`src/rtl/edge_pulse_gen.sv`:
```
// edge_pulse_gen
//   Multi-channel edge detector and fixed-width pulse generator. Each channel
//   synchronises an asynchronous level, detects rising/falling/both edges
//   according to its mode, and turns each accepted edge into a PULSE_LEN-cycle
//   pulse followed by an optional HOLDOFF lockout window. Accepted edges set a
//   sticky flag and bump a saturating counter.
//
// Ports
//   clk    : single clock, all state on the rising edge
//   rst_n  : asynchronous active-low reset
//   din    : [CH]       asynchronous level inputs
//   mode   : [2*CH]     per channel {2i+1:2i}: 00 rise, 01 fall, 10 both, 11 off
//   clr    : [CH]       synchronous clear of flag[i] and channel i counter
//   pulse  : [CH]       registered edge pulse, PULSE_LEN cycles wide
//   flag   : [CH]       sticky accepted-edge flag
//   any    : 1          registered OR of pulse, aligned with pulse
//   cnt    : [CH*CNT_W] channel i at [CNT_W*i +: CNT_W], saturating count
module edge_pulse_gen #(
  parameter int CH          = 4,
  parameter int SYNC_STAGES = 2,
  parameter int PULSE_LEN   = 1,
  parameter int HOLDOFF     = 0,
  parameter int CNT_W       = 8
) (
  input  logic                  clk,
  input  logic                  rst_n,
  input  logic [CH-1:0]         din,
  input  logic [2*CH-1:0]       mode,
  input  logic [CH-1:0]         clr,
  output logic [CH-1:0]         pulse,
  output logic [CH-1:0]         flag,
  output logic                  any,
  output logic [CH*CNT_W-1:0]   cnt
);

  localparam int RMAX  = (PULSE_LEN > HOLDOFF) ? PULSE_LEN : HOLDOFF;
  localparam int REM_W = $clog2(RMAX + 1);
  localparam int WU_W  = $clog2(SYNC_STAGES + 2);
  localparam logic [WU_W-1:0] WU_DONE = WU_W'(SYNC_STAGES + 1);

  typedef enum logic [1:0] {S_IDLE, S_PULSE, S_HOLD} state_t;

  function automatic logic [CNT_W-1:0] sat_inc(input logic [CNT_W-1:0] v);
    return (&v) ? v : v + 1'b1;
  endfunction

  // Warm-up: masks detection while the synchronisers refill after reset
  logic [WU_W-1:0] wu_p0;
  logic            warm;

  always_ff @(posedge clk or negedge rst_n) begin
    if (!rst_n)              wu_p0 <= '0;
    else if (wu_p0 != WU_DONE) wu_p0 <= wu_p0 + 1'b1;
  end

  assign warm = (wu_p0 == WU_DONE);

  // Synchroniser chains and previous-sample register
  logic [CH-1:0][SYNC_STAGES-1:0] sync_p0;
  logic [CH-1:0]                  s;
  logic [CH-1:0]                  prev_p1;

  always_ff @(posedge clk or negedge rst_n) begin
    if (!rst_n) begin
      sync_p0 <= '0;
      prev_p1 <= '0;
    end else begin
      for (int i = 0; i < CH; i++)
        sync_p0[i] <= {sync_p0[i][SYNC_STAGES-2:0], din[i]};
      prev_p1 <= s;
    end
  end

  always_comb begin
    s = '0;
    for (int i = 0; i < CH; i++) s[i] = sync_p0[i][SYNC_STAGES-1];
  end

  // Per-channel detection, FSM and event bookkeeping
  logic [CH-1:0] pulse_nxt;

  for (genvar g = 0; g < CH; g++) begin : g_ch
    state_t            st_p2, st_nxt;
    logic [REM_W-1:0]  rem_p2, rem_nxt;
    logic              rise, fall, edg, last_cyc, acc, pulse_d;
    logic              pulse_p2, flag_p2;
    logic [CNT_W-1:0]  cnt_p2;

    assign rise = s[g] & ~prev_p1[g];
    assign fall = ~s[g] & prev_p1[g];

    always_comb begin
      case (mode[2*g +: 2])
        2'b00:   edg = rise;
        2'b01:   edg = fall;
        2'b10:   edg = rise | fall;
        default: edg = 1'b0;
      endcase
    end

    // The final cycle of the active window may take a new edge, giving
    // back-to-back pulses with no idle gap.
    assign last_cyc = ((st_p2 == S_PULSE) && (rem_p2 == REM_W'(1)) && (HOLDOFF == 0)) ||
                      ((st_p2 == S_HOLD)  && (rem_p2 == REM_W'(1)));
    assign acc = warm & edg & ((st_p2 == S_IDLE) | last_cyc);

    always_ff @(posedge clk or negedge rst_n) begin
      if (!rst_n) begin
        st_p2  <= S_IDLE;
        rem_p2 <= '0;
      end else begin
        st_p2  <= st_nxt;
        rem_p2 <= rem_nxt;
      end
    end

    always_comb begin
      st_nxt  = st_p2;
      rem_nxt = rem_p2;
      if (acc) begin
        st_nxt  = S_PULSE;
        rem_nxt = REM_W'(PULSE_LEN);
      end else begin
        case (st_p2)
          S_PULSE: begin
            if (rem_p2 > REM_W'(1)) begin
              rem_nxt = rem_p2 - 1'b1;
            end else if (HOLDOFF == 0) begin
              st_nxt  = S_IDLE;
              rem_nxt = '0;
            end else begin
              st_nxt  = S_HOLD;
              rem_nxt = REM_W'(HOLDOFF);
            end
          end
          S_HOLD: begin
            if (rem_p2 > REM_W'(1)) begin
              rem_nxt = rem_p2 - 1'b1;
            end else begin
              st_nxt  = S_IDLE;
              rem_nxt = '0;
            end
          end
          default: ;
        endcase
      end
    end

    always_comb begin
      pulse_d = (st_nxt == S_PULSE);
    end

    // Output registers; an accepted edge overrides a same-cycle clear
    always_ff @(posedge clk or negedge rst_n) begin
      if (!rst_n) begin
        pulse_p2 <= 1'b0;
        flag_p2  <= 1'b0;
        cnt_p2   <= '0;
      end else begin
        pulse_p2 <= pulse_d;
        if (acc) begin
          flag_p2 <= 1'b1;
          cnt_p2  <= clr[g] ? CNT_W'(1) : sat_inc(cnt_p2);
        end else if (clr[g]) begin
          flag_p2 <= 1'b0;
          cnt_p2  <= '0;
        end
      end
    end

    assign pulse_nxt[g]          = pulse_d;
    assign pulse[g]              = pulse_p2;
    assign flag[g]               = flag_p2;
    assign cnt[CNT_W*g +: CNT_W] = cnt_p2;
  end

  always_ff @(posedge clk or negedge rst_n) begin
    if (!rst_n) any <= 1'b0;
    else        any <= |pulse_nxt;
  end

endmodule
```
`config.mk`:
```
export PLATFORM = sky130hd
export DESIGN_NAME = edge_pulse_gen
export DESIGN_NICKNAME = d
export VERILOG_FILES = /design/src/rtl/edge_pulse_gen.sv
export SDC_FILE = /design/constraint.sdc
export NUM_CORES = 1
export LEC_CHECK = 0
export CORE_MARGIN = 2
export CORE_UTILIZATION = 50
export CTS_CLUSTER_SIZE = 40
export DETAILED_ROUTE_END_ITERATION = 10
export HOLD_SLACK_MARGIN = 0.06
export MAX_ROUTING_LAYER = met4
export PLACE_DENSITY = 0.85
export SYNTH_ARGS = -nofsm -noshare
export SYNTH_HDL_FRONTEND = slang
export SYNTH_SLANG_ARGS = --single-unit
```
`constraint.sdc`:
```
create_clock -name clk -period 3.02 [get_ports clk]
set_input_delay 0.604 -clock clk [delete_from_list [all_inputs] [get_ports clk]]
set_output_delay 0.604 -clock clk [all_outputs]
set_load 0.01 [all_outputs]
```
==> impl_metrics.ini, run 1 <==
[status]
status = complete, no violations

[layout]
area_growth_pct = 23.1
nNetsFinal = 429
drive_above_1_share_pct = 8.27
diodes = 0
fillers = 528
final_cell_mix = dfrtp_1, clkdlybuf4s50_1, inv_1
layout_commonest_cell = dfrtp_1
final-seq-area_sq_mm = 0.00168
multi_input_area_sq_mm = 0.00154

[detailed_routing]
drt-initial-drc-count = 87
drt-total-wl_um = 6950
post_drt_via_cell_ratio = 5.71
drc = 0
detail-route-antenna-nets = 0
num_vias = 2668
wire_per_inst_um = 14.9
drt_first_pass_iters = 4

[setup_path]
crit_type = in -> reg
worstPathMaxFanout = 18
timing.rr.end = g_ch[0].cnt_p2[5]
worstReg2RegStart = s[0]
crit_required_ns = 3.23
cp-start-kind = primary input
end_kind = register
r2r_cells = 7
critPathArrivalTime_ns = 2.53
worst-r2r-setup-slack_ns = 0.72

[global_route]
grt_overflow = 0
grt_start_max_net_pins = 27
grt_usage_pct = 20.7
grt_pass1_wl_um = 12000
antenna_found_initial = 0
grt_pass1_vias = 2684

[run]
cap_violations = 0

[sta]
final-max-slew-violation-count = 0
worst_pin_slew_ns = 0.726
period_share_pct = 77.0
skew_ns = 0.00548
fin_ws_ns = 0.695
tns_ns = 0
hold_viol = 0
relSlewSlack_pct = 51.6
setup_violations = 0
period_minus_slack_ns = 2.32
fmax_ghz = 0.430
rsz0062_at_grt = no

[cts]
clockBufferDepth = 2
cts_made_buffers = 9
post_cts_resized = 0
clk_latency_ns = 0.34
cts_sinks = 67
htree_num_levels = 3
cts_setup_buffers = 0
ctsHoldBuffers = 0
clk_pin_slew_ns = 0.07
cts_root_buf = clkbuf_8
cts_tree = yes

[placement]
place_ws_ns = 0.347
dp_hpwl_um = 5070
gp_congestion = 0.823
io_buffers = 58

[pwr]
pwr_density_cell_mw_per_mm2 = 470
p_leak_nw = 1.84
ir_drop_mv = 0.290
p_total_mw = 1.99

[yosys]
ys_seq_area_share_pct = 48.7
post_synth.cell_area_avg_sq_um = 10.6
syn_inst = 326
synth_seq_cells = 67
yosys.area.top_type = dfrtp_1
ys_warn_count = 0
synthesis.nets = 373
synth_flop_cell = dfrtp_1
synth_area_sq_mm = 0.00344
synth.distinct_cells = 51
yosysTopAreaCellShare_pct = 48.7
synthArstFlopShare_pct = 100
synthTopCellsByArea = dfrtp_1, ha_1, inv_1
synth_edf_count = 0

[die]
die_height_um = 87
core_sq_mm = 0.00672
die_area_sq_mm = 0.00757
start_util_pct = 51.3
io-pin-count = 59
rows = 30
fp.dieW_um = 87

[min_path]
hold_path_class = in -> async
## power by group
group	switching [mW]	internal [mW]
clock network	0.321	0.388
logic	0.145	0.139
registers	0.0446	0.956
## sequential cells by signal, indices dropped and copies added (netlist names)
name,flops
wu_p0,2
prev_p1,4
g_ch.rem_p2,4
g_ch.flag_p2,4
s,4
g_ch.pulse_p2,4
any,1
sync_p0,4
g_ch.cnt_p2,32
g_ch.st_p2,8
## routing by layer
metal / track usage, % / vias to the layer above / wire, um
met1: 25.4 / 1305 / 3080
met2: 33.0 / 63 / 3410
met4: 9.09 / 0 / 157
met5: - / - / 0
li1: - / 1285 / -
met3: 4.55 / 15 / 299
## worst max-delay path by stage
stage                              endpoint  slack, ns     from  cells after the start
after global placement                  any       0.44  mode[7]                      6
after floorplan                         any       1.00  mode[4]                      6
after CTS                 g_ch[0].cnt_p2[5]       0.70     s[0]                      7
after global routing      g_ch[0].cnt_p2[3]       0.54     s[0]                      7
final                                   any       0.70  mode[7]                      6
after detailed placement                any       0.35  mode[7]                      6
## layout make-up
type	instances	area share, %
clock inverters	1	0.118
multi-input cells	208	36.2
well taps	80	2.36
repair buffers	63	14.5
inverters	33	2.92
clock buffers	15	4.40
flip-flops and latches	67	39.5
## cells in the mapped netlist (all sizes together) (6+ instances only)
master,number
o41ai,6
a21oi,21
o21ai,9
nand3,14
nor3,7
ha,29
nor2,22
inv,33
or4,13
nand2b,9
o31ai,10
nand2,11
dfrtp,67
buf,14
## metrics by stage
stage | cells | utilization [%] | hold WS (ns) | cell area (sq um)
floorplan | 326 | - | 0.308 | 3440
global placement | 451 | 60.3 | 0.333 | 4050
detailed placement | 451 | 60.3 | 0.336 | 4050
CTS | 467 | 63.1 | 0.289 | 4240
global route | 467 | 63.1 | 0.317 | 4240
finish | 467 | 63.1 | 0.285 | 4240
## critical path, stage by stage
cell and delay (ns):
clkdlybuf4s50_1 0.49, nand2b_1 0.11, a21oi_1 0.10, o221ai_2 0.59, nor2_1 0.11, or4_1 0.53
## kinds of logic after synthesis
logic type      after synthesis  synth area share (%)
flops                        67                  48.7
buf+inv                      51                  6.76
xor+xnor                      4                  1.02
simple gates                101                  16.5
mux                           4                  1.71
compound gates               70                  14.8
fa+ha+maj                    29                  10.5
No activity file was read; power rests on OpenSTA's default activity.
==> run 2, diff against run 1 <==
clock period = 2.2 ns   (was 3.02 ns; I/O delays follow)
==> impl_metrics.ini, run 2 (synthesis results as in run 1) <==
[sta]
worst_pin_slew_ns = 0.657
fmax_ghz = 0.481
relSlewSlack_pct = 56.0
setup_violations = 0
period_share_pct = 94.4
tns_ns = 0
period_minus_slack_ns = 2.08
skew_ns = 0.00976
final-max-slew-violation-count = 0
hold_viol = 0
fin_ws_ns = 0.123

[layout]
finalNonFillerCells = 482
top_regs = g_ch.cnt_p2 (32), g_ch.st_p2 (8)
final_cell_mix = dfrtp_1, clkdlybuf4s50_1, inv_1
area_growth_pct = 28.2
largest_register = g_ch.cnt_p2
diodes = 0
drive_above_1_share_pct = 12.9
layout_commonest_cell = dfrtp_1
nNetsFinal = 445
largest_reg_flops = 32

[setup_path]
crit_required_ns = 2.46
crit_type = reg -> reg
crit_start = s[2]
cp-start-kind = register
end_kind = register
worstReg2RegStart = s[2]
critPathArrivalTime_ns = 2.33
worstPathMaxFanout = 3

[placement]
dp_hpwl_um = 4970
placed_cells = 466
io_buffers = 58
gp_congestion = 0.813
place_ws_ns = -0.156

[status]
status = complete, no violations

[pwr]
pwr_density_cell_mw_per_mm2 = 625
p_leak_nw = 1.93
seq_power_share_pct = 49.8
comb_power_share_pct = 16.3
p_clk_share_pct = 33.9
switching_share_pct = 26.1
p_total_mw = 2.76
intPower_mw = 2.04
ir_drop_mv = 0.502
switchingPower_mw = 0.719

[cts]
clk_latency_ns = 0.34
cts_setup_buffers = 0
htree_num_levels = 3
clockBufferDepth = 2
cts_sinks = 67
cts_tree = yes
cts_made_buffers = 9
cts_root_buf = clkbuf_8
clk_pin_slew_ns = 0.06

[min_path]
min_from = sync_p0[6]
hold_path_class = reg -> reg

[global_route]
grt_overflow = 0
grt_pass1_vias = 2682
grt_pass1_wl_um = 12000
grt_start_max_net_pins = 50
antenna_found_initial = 0
grt_usage_pct = 20.7

[detailed_routing]
wire_per_inst_um = 14.6
drt-initial-drc-count = 106
drt_first_pass_iters = 4
num_vias = 2695
detail-route-antenna-nets = 0
drc = 0
drt-total-wl_um = 7060
post_drt_via_cell_ratio = 5.59

[die]
die_height_um = 87
core_sq_mm = 0.00672
start_util_pct = 51.3
rows = 30
fp.dieW_um = 87
die_area_sq_mm = 0.00757
io-pin-count = 59

[run]
cap_violations = 0
==> run 2: cell types whose count changed in the layout (fill, tap and decap cells not counted), sizes merged <==
cell	before	now
clkinv	1	2
clkbuf	15	13
buf	6	21
dlygate4sd3	0	1
==> run 2: repair_timing <==
| item | CTS | global route |
|---|---|---|
| hold buffers | 1 | 0 |
| resized for setup | 0 | 8 |
| endpoints found under the hold margin | 12 | 0 |
| endpoints found under the setup margin | 0 | 14 |
==> run 2: final timing paths <==
kind                                endpoint  slack, ns  depth (start not counted)
min reg2reg                             s[3]       0.35                          0
max                        g_ch[2].cnt_p2[4]       0.12                          8
max in group asynchronous  g_ch[0].cnt_p2[0]       0.98                          3
max reg2reg                g_ch[2].cnt_p2[4]       0.12                          8
min in group asynchronous     g_ch[3].rem_p2       0.60                          2
min                                     s[3]       0.35                          0
==> run 2: power groups by stage <==
stage	registers, mW	logic (mW)	clock network (mW)
after detailed placement	1.40	0.437	0
after global routing	1.38	0.497	1.02
final	1.37	0.450	0.934
after CTS	1.37	0.444	0.958
after global placement	1.39	0.421	0
after floorplan	1.39	0.214	0
==> run 2: per-layer routing <==
metal  up-vias  wire (um)  GRT usage, %
li1       1317          -             -
met1      1301       3260          25.9
met2        62       3410          32.3
met3        15        251          3.89
met4         0        140          9.94
met5         -          0             -
==> run 2: worst max-delay path, stage by stage (launching register included) <==
cell	delay, ns
dfrtp_1	0.37
inv_1	0.06
ha_1	0.31
nor2_2	0.13
mux2i_4	0.09
or2_0	0.22
buf_4	0.15
or4_1	0.52
a21oi_2	0.15
==> run 2: metrics by stage <==
| step | hold slack, ns | cell area (sq um) | utilization (%) |
|---|---|---|---|
| 3_5_place_dp | 0.339 | 4190 | 62.3 |
| 5_1_grt | 0.355 | 4420 | 65.7 |
| 6_report | 0.351 | 4420 | 65.7 |
| 3_3_place_gp | 0.333 | 4190 | 62.3 |
| 4_1_cts | 0.354 | 4380 | 65.1 |
| 2_1_floorplan | 0.144 | 3440 | - |
==> run 2: layout make-up <==
class	instances	area, sq um
clock buffer	13	169
clock inverter	2	10.0
inverter	33	124
multi-input combinational	208	1580
tap	80	100
fill	502	2300
timing repair buffer	79	761
sequential	67	1680
==> run 3, diff against run 2 <==
GPL_TIMING_DRIVEN = 1   (was default)
==> results of run 3 <==
Final layout, timing and power as in run 2 (identical DEF).
